File: config.mk
export PLATFORM = sky130hd
export DESIGN_NAME = branch_predict_npc
export DESIGN_NICKNAME = d
export VERILOG_FILES = /design/src/rtl/branch_predict_npc.sv
export SDC_FILE = /design/constraint.sdc
export NUM_CORES = 2
export LEC_CHECK = 0
export ABC_CLOCK_PERIOD_IN_PS = 5200
export BUFFER_PORTS_ARGS = -buffer_cell sky130_fd_sc_hd__buf_4
export CAP_MARGIN = 40
export CORE_MARGIN = 1.5
export CORE_UTILIZATION = 40
export DETAILED_ROUTE_END_ITERATION = 8
export GPL_TIMING_DRIVEN = 0
export SLEW_MARGIN = 20
export SYNTH_ARGS = -nofsm -noshare
export SYNTH_HDL_FRONTEND = slang
export SYNTH_SLANG_ARGS = --single-unit
File: constraint.sdc
create_clock -name clk -period 5.2 [get_ports clk]
set_clock_uncertainty 0.15 [all_clocks]
set_input_delay 0.26 -clock clk [delete_from_list [all_inputs] [get_ports clk]]
set_output_delay 0.26 -clock clk [all_outputs]
set_load 0.01 [all_outputs]
File: src/rtl/branch_predict_npc.sv
// Next-PC generator with a direct-mapped branch target buffer and 2-bit counters.
// A misprediction resolved in execute produces a registered one-cycle redirect.
module branch_predict_npc #(
  parameter int ENTRIES = 16,
  parameter int IDX_W   = 4
) (
  input  logic        clk,
  input  logic        reset,
  input  logic [31:0] pc_if,
  output logic [31:0] topc,
  output logic        pred_taken,
  input  logic        ex_valid,
  input  logic [31:0] ex_pc,
  input  logic        ex_is_branch,
  input  logic        ex_taken,
  input  logic [31:0] ex_target,
  input  logic        ex_pred_taken,
  input  logic [31:0] ex_pred_target,
  output logic [31:0] correctPC,
  output logic        jumpSuccess
);
  localparam int TAG_W = 32 - IDX_W - 2;

  logic             r_valid  [ENTRIES];
  logic [TAG_W-1:0] r_tag    [ENTRIES];
  logic [29:0]      r_target [ENTRIES];
  logic [1:0]       r_ctr    [ENTRIES];

  logic        r_jump;
  logic [31:0] r_cpc;

  logic [IDX_W-1:0] w_if_idx;
  logic [TAG_W-1:0] w_if_tag;
  logic             w_if_hit;
  logic [IDX_W-1:0] w_ex_idx;
  logic [TAG_W-1:0] w_ex_tag;
  logic             w_ex_hit;
  logic [31:0]      w_ex_seq;
  logic [31:0]      w_actual;
  logic [31:0]      w_predicted;
  logic             w_mispredict;
  logic             w_alloc;
  logic             w_upd;
  logic             w_inval;
  logic [1:0]       w_ctr_cur;
  logic [1:0]       w_ctr_next;

  // Fetch-side lookup; reads the array as it stood before this edge's update.
  assign w_if_idx   = pc_if[IDX_W+1:2];
  assign w_if_tag   = pc_if[31:IDX_W+2];
  assign w_if_hit   = r_valid[w_if_idx] && (r_tag[w_if_idx] == w_if_tag);
  assign pred_taken = w_if_hit && r_ctr[w_if_idx][1];
  assign topc       = pred_taken ? {r_target[w_if_idx], 2'b00} : pc_if + 32'd4;

  assign w_ex_idx     = ex_pc[IDX_W+1:2];
  assign w_ex_tag     = ex_pc[31:IDX_W+2];
  assign w_ex_hit     = r_valid[w_ex_idx] && (r_tag[w_ex_idx] == w_ex_tag);
  assign w_ex_seq     = ex_pc + 32'd4;
  assign w_actual     = (ex_is_branch && ex_taken) ? ex_target : w_ex_seq;
  assign w_predicted  = ex_pred_taken ? ex_pred_target : w_ex_seq;
  assign w_mispredict = ex_valid && (w_actual != w_predicted);

  assign w_ctr_cur = r_ctr[w_ex_idx];

  always_comb begin
    // NOTE: every output of this block gets a default first, so no path leaves
    // one unassigned and no latch is inferred.
    w_alloc    = 1'b0;
    w_upd      = 1'b0;
    w_inval    = 1'b0;
    w_ctr_next = w_ctr_cur;
    if (ex_taken) begin
      if (w_ctr_cur != 2'b11) w_ctr_next = w_ctr_cur + 2'd1;
    end else begin
      if (w_ctr_cur != 2'b00) w_ctr_next = w_ctr_cur - 2'd1;
    end
    if (ex_valid) begin
      if (ex_is_branch) begin
        if (w_ex_hit)      w_upd   = 1'b1;
        else if (ex_taken) w_alloc = 1'b1;
      end else if (w_ex_hit) begin
        w_inval = 1'b1;
      end
    end
  end

  // NOTE: non-blocking assignments, so every register sees pre-edge values.
  always_ff @(posedge clk) begin
    if (reset) begin
      for (int i = 0; i < ENTRIES; i++) begin
        r_valid[i] <= 1'b0;
        r_ctr[i]   <= 2'b01;
      end
    end else if (w_alloc) begin
      r_valid[w_ex_idx] <= 1'b1;
      r_ctr[w_ex_idx]   <= 2'b10;
    end else if (w_upd) begin
      r_ctr[w_ex_idx] <= w_ctr_next;
    end else if (w_inval) begin
      r_valid[w_ex_idx] <= 1'b0;
    end
  end

  // NOTE: tag and target are only meaningful behind a set valid bit, so this
  // storage is deliberately left without a reset.
  always_ff @(posedge clk) begin
    if (w_alloc) begin
      r_tag[w_ex_idx]    <= w_ex_tag;
      r_target[w_ex_idx] <= ex_target[31:2];
    end else if (w_upd && ex_taken) begin
      r_target[w_ex_idx] <= ex_target[31:2];
    end
  end

  // Redirect pulse; reset wins so a pending redirect is dropped.
  always_ff @(posedge clk) begin
    if (reset) begin
      r_jump <= 1'b0;
      r_cpc  <= 32'h0000_3000;
    end else begin
      r_jump <= w_mispredict;
      if (w_mispredict) r_cpc <= w_actual;
    end
  end

  assign jumpSuccess = r_jump;
  assign correctPC   = r_cpc;

endmodule
==> out/results.tsv <==
stage	metric	value	unit
timing	FMAX	192	MHz
floorplan	die area	116000	µm²
synthesis	syn nets	2763	
routing	Vias	29400	
synthesis	main combinational cell family by area after synthesis	multiplexers	
power	Peak VDD IR	292	µV
floorplan	row cnt	123	
critical_path	CP peak stage delay	0.49	ns
timing	min Tclk post-route	5.20	ns
grt	first-pass GRT wire length	224000	µm
synthesis	Synth Area in Adders	0.180	%
synthesis	synthesized cell area	45800	µm²
flow_run	MaxCap Viol Count	0	
routing	routed wire length per instance	34.4	µm
cts	CTS root buffer	clkbuf_16	
timing	Final Hold Viols	0	
timing	Slew headroom	38.9	%
synthesis	Yosys top cell area share	61.9	%
grt	vias in the first global route	29100	
critical_path	startpoint types	primary input	
synthesis	xor-xnor portion of the synthesized cell area	3.58	%
synthesis	sequential-to-total area share from yosys stat	63.4	%
cts	total CTS buffers	104	
final_layout	area of the multi-input gates	16000	µm²
floorplan	die height	341	µm
synthesis	Post-synth EDFFs	944	
floorplan	Starting Density	40.5	%
critical_path	critical path arrival	4.79	ns
run_status	outcome	finished clean	
critical_path	slowest cell on the critical path	a21oi_1	
final_layout	layout cells sized above 1	31.7	%
synthesis	Mean Syn Cell Area	17.4	µm²
timing	Slew Viols, Final	0	
timing	RSZ-0062 raised after global routing	false	
synthesis	synth top area cells	edfxtp_1, mux4_2, xnor2_1	
final_layout	Area Growth Syn to Fin	20.5	%
grt	largest net degree at the start of global routing	23	
synthesis	cell taking the most area after synthesis	edfxtp_1	
synthesis	Synth Instances	2624	
floorplan	core area	113000	µm²
place	GPL Wtd Cong	0.929	
worst_hold_path	Hold WC Path Type	in2reg	
cts	maximum root-to-sink buffer count	3	
synthesis	register bit total from synthesis	977	
synthesis	synth cell count leaders	edfxtp_1, mux4_2, nand2_1	
critical_path	Top Family by Delay on Critical Path	buffers and inverters	
synthesis	most frequently used flop master after synthesis	edfxtp_1	
timing	crit share post-route	100	%
critical_path	sum of buffers and inverters on the critical path	8	
synthesis	top-count cell post-synth	edfxtp_1	
place	DPL Wire Length	118000	µm
cts	CTS tree	built	
cts	H-tree Lvls	3	
routing	DRC	0	
synthesis	Compound-Gate Fraction of Synth Area	4.54	%
cts	Reg clk slew, reported paths	0.06	ns
critical_path	largest fanout on the critical path	10	
grt	GRT Residual Overflow	0	
place	PortBufs	196	
routing	DR pass1 iterations	5	
synthesis	Syn. warnings	0	
synthesis	Post-Synth Simple-Gate Area	5.26	%
cts	clock sink total	977	
floorplan	I/O pin total	200	
timing	worst-margin pin slew	0.917	ns
synthesis	Distinct cells, synth	89	
routing	Vias/cell	6.32	
synthesis	asr flop ratio synth	0	%
cts	Worst-Skew Late Latency	0.70	ns
final_layout	Final nets	3201	
critical_path	Setup crit end kind	output pin	
routing	Post-Route WL	160000	µm
final_layout	final core occ	48.8	%
final_layout	Storage cell area	29000	µm²
power	Design Power	18.5	mW
grt	total track usage	27.4	%
power	Leakage Power	17.7	nW
critical_path	CP Data Required Time	4.79	ns
grt	antenna violations before repair	12	
power	power density over the cells	336	nW/µm²
floorplan	die width	341	µm
synthesis	mux contribution to synthesized area	20.8	%
timing	final setup margin	0.000667	ns
timing	Setup-failing EPs final	0	
critical_path	CP Cell Sequence	buf_4, buf_2, buf_4, clkbuf_4, buf_2, mux2i_1, a21oi_1, xnor2_1, nand4_1, nor4_2, buf_2, clkbuf_2, nand2_1, o21ai_0, buf_4	
critical_path	Crit Path Class	in2out	
place	pre-CTS setup slack	-0.803	ns
routing	Iter 0 DRT Violations	4392	
routing	final antenna-violating net count	0	
final_layout	fill count	9408	
path summary, 6_finish.rpt:
path / depth (start not counted) / slack [ns] / from / end
worst max-delay path: 15 / 0.0007 / pc_if[4] / topc[12]
worst min-delay path: 3 / 0.05 / ex_pc[2] / r_ctr[5][0]
worst min register to register: 2 / 0.32 / correctPC[23] / correctPC[23]
worst max register to register: 12 / 0.56 / r_tag[2][14] / r_tag[11][23]
cells by family after synthesis:
family,after synthesis
simple gates,495
mux,451
compound gates,296
xor+xnor,174
flops,977
buf+inv,224
fa+ha+maj,7
worst min-delay path, stage by stage:
cell and delay, ns:
buf_4 0.14, ha_1 0.28, nand3_1 0.10
state kept, by name, summed over array words and instances (netlist names):
signal,flops
correctPC,32
jumpSuccess,1
r_ctr,32
r_tag,416
r_target,480
r_valid,16
per-layer routing:
metal,global-route usage [%],vias up,wire length [µm]
li1,-,11700,-
met1,37.8,15400,62300
met2,42.7,1936,74300
met3,6.46,330,17400
met4,9.74,12,6090
met5,0,-,68
per-stage QoR:
step / cells / hold WS (ns) / instance area, µm² / setup TNS [ns]
final: 4652 / 0.0461 / 55200 / 0
after global routing: 4651 / 0.0433 / 55200 / 0
after CTS: 4652 / 0.00521 / 55100 / -0.0304
after detailed placement: 4396 / 0.309 / 50800 / -168.71
after global placement: 4320 / 0.307 / 49100 / -1712.05
after floorplan: 2624 / 0.182 / 45800 / 0
where the power goes:
group / internal [mW] / switching [mW]
sequential: 8.72 / 0.0484
clock: 4.63 / 3.26
combinational: 0.753 / 1.11
placed cells by master, fill, tap and decap left out, types with 55 or more instances in the layout:
cell             n
dlygate4sd3_1   61
nand2_1        149
edfxtp_1       944
xor2_1          77
clkbuf_1       108
mux4_2         400
o21ai_0         80
nand3_1         55
buf_4          214
xnor2_1         89
clkbuf_16      105
nor2_1         101
cell type report:
class	count	share of cell area [%]
antenna	2	0.00907
buffer	195	1.79
clock buffer	119	4.86
clock inverter	75	1.72
inverter	25	0.170
multi-input combinational	1423	29.0
sequential	977	52.6
tap	1500	3.40
timing repair buffer	336	6.45
what timing repair did:
action                                 CTS  global route
gates resized for setup                 32            11
hold buffers                            61             0
endpoints found under the hold margin  907             0
pin swaps                                1             0
setup endpoints to repair               79            22
buffers inserted                         1             0
Note: power is estimated with default switching activity, not from simulation.
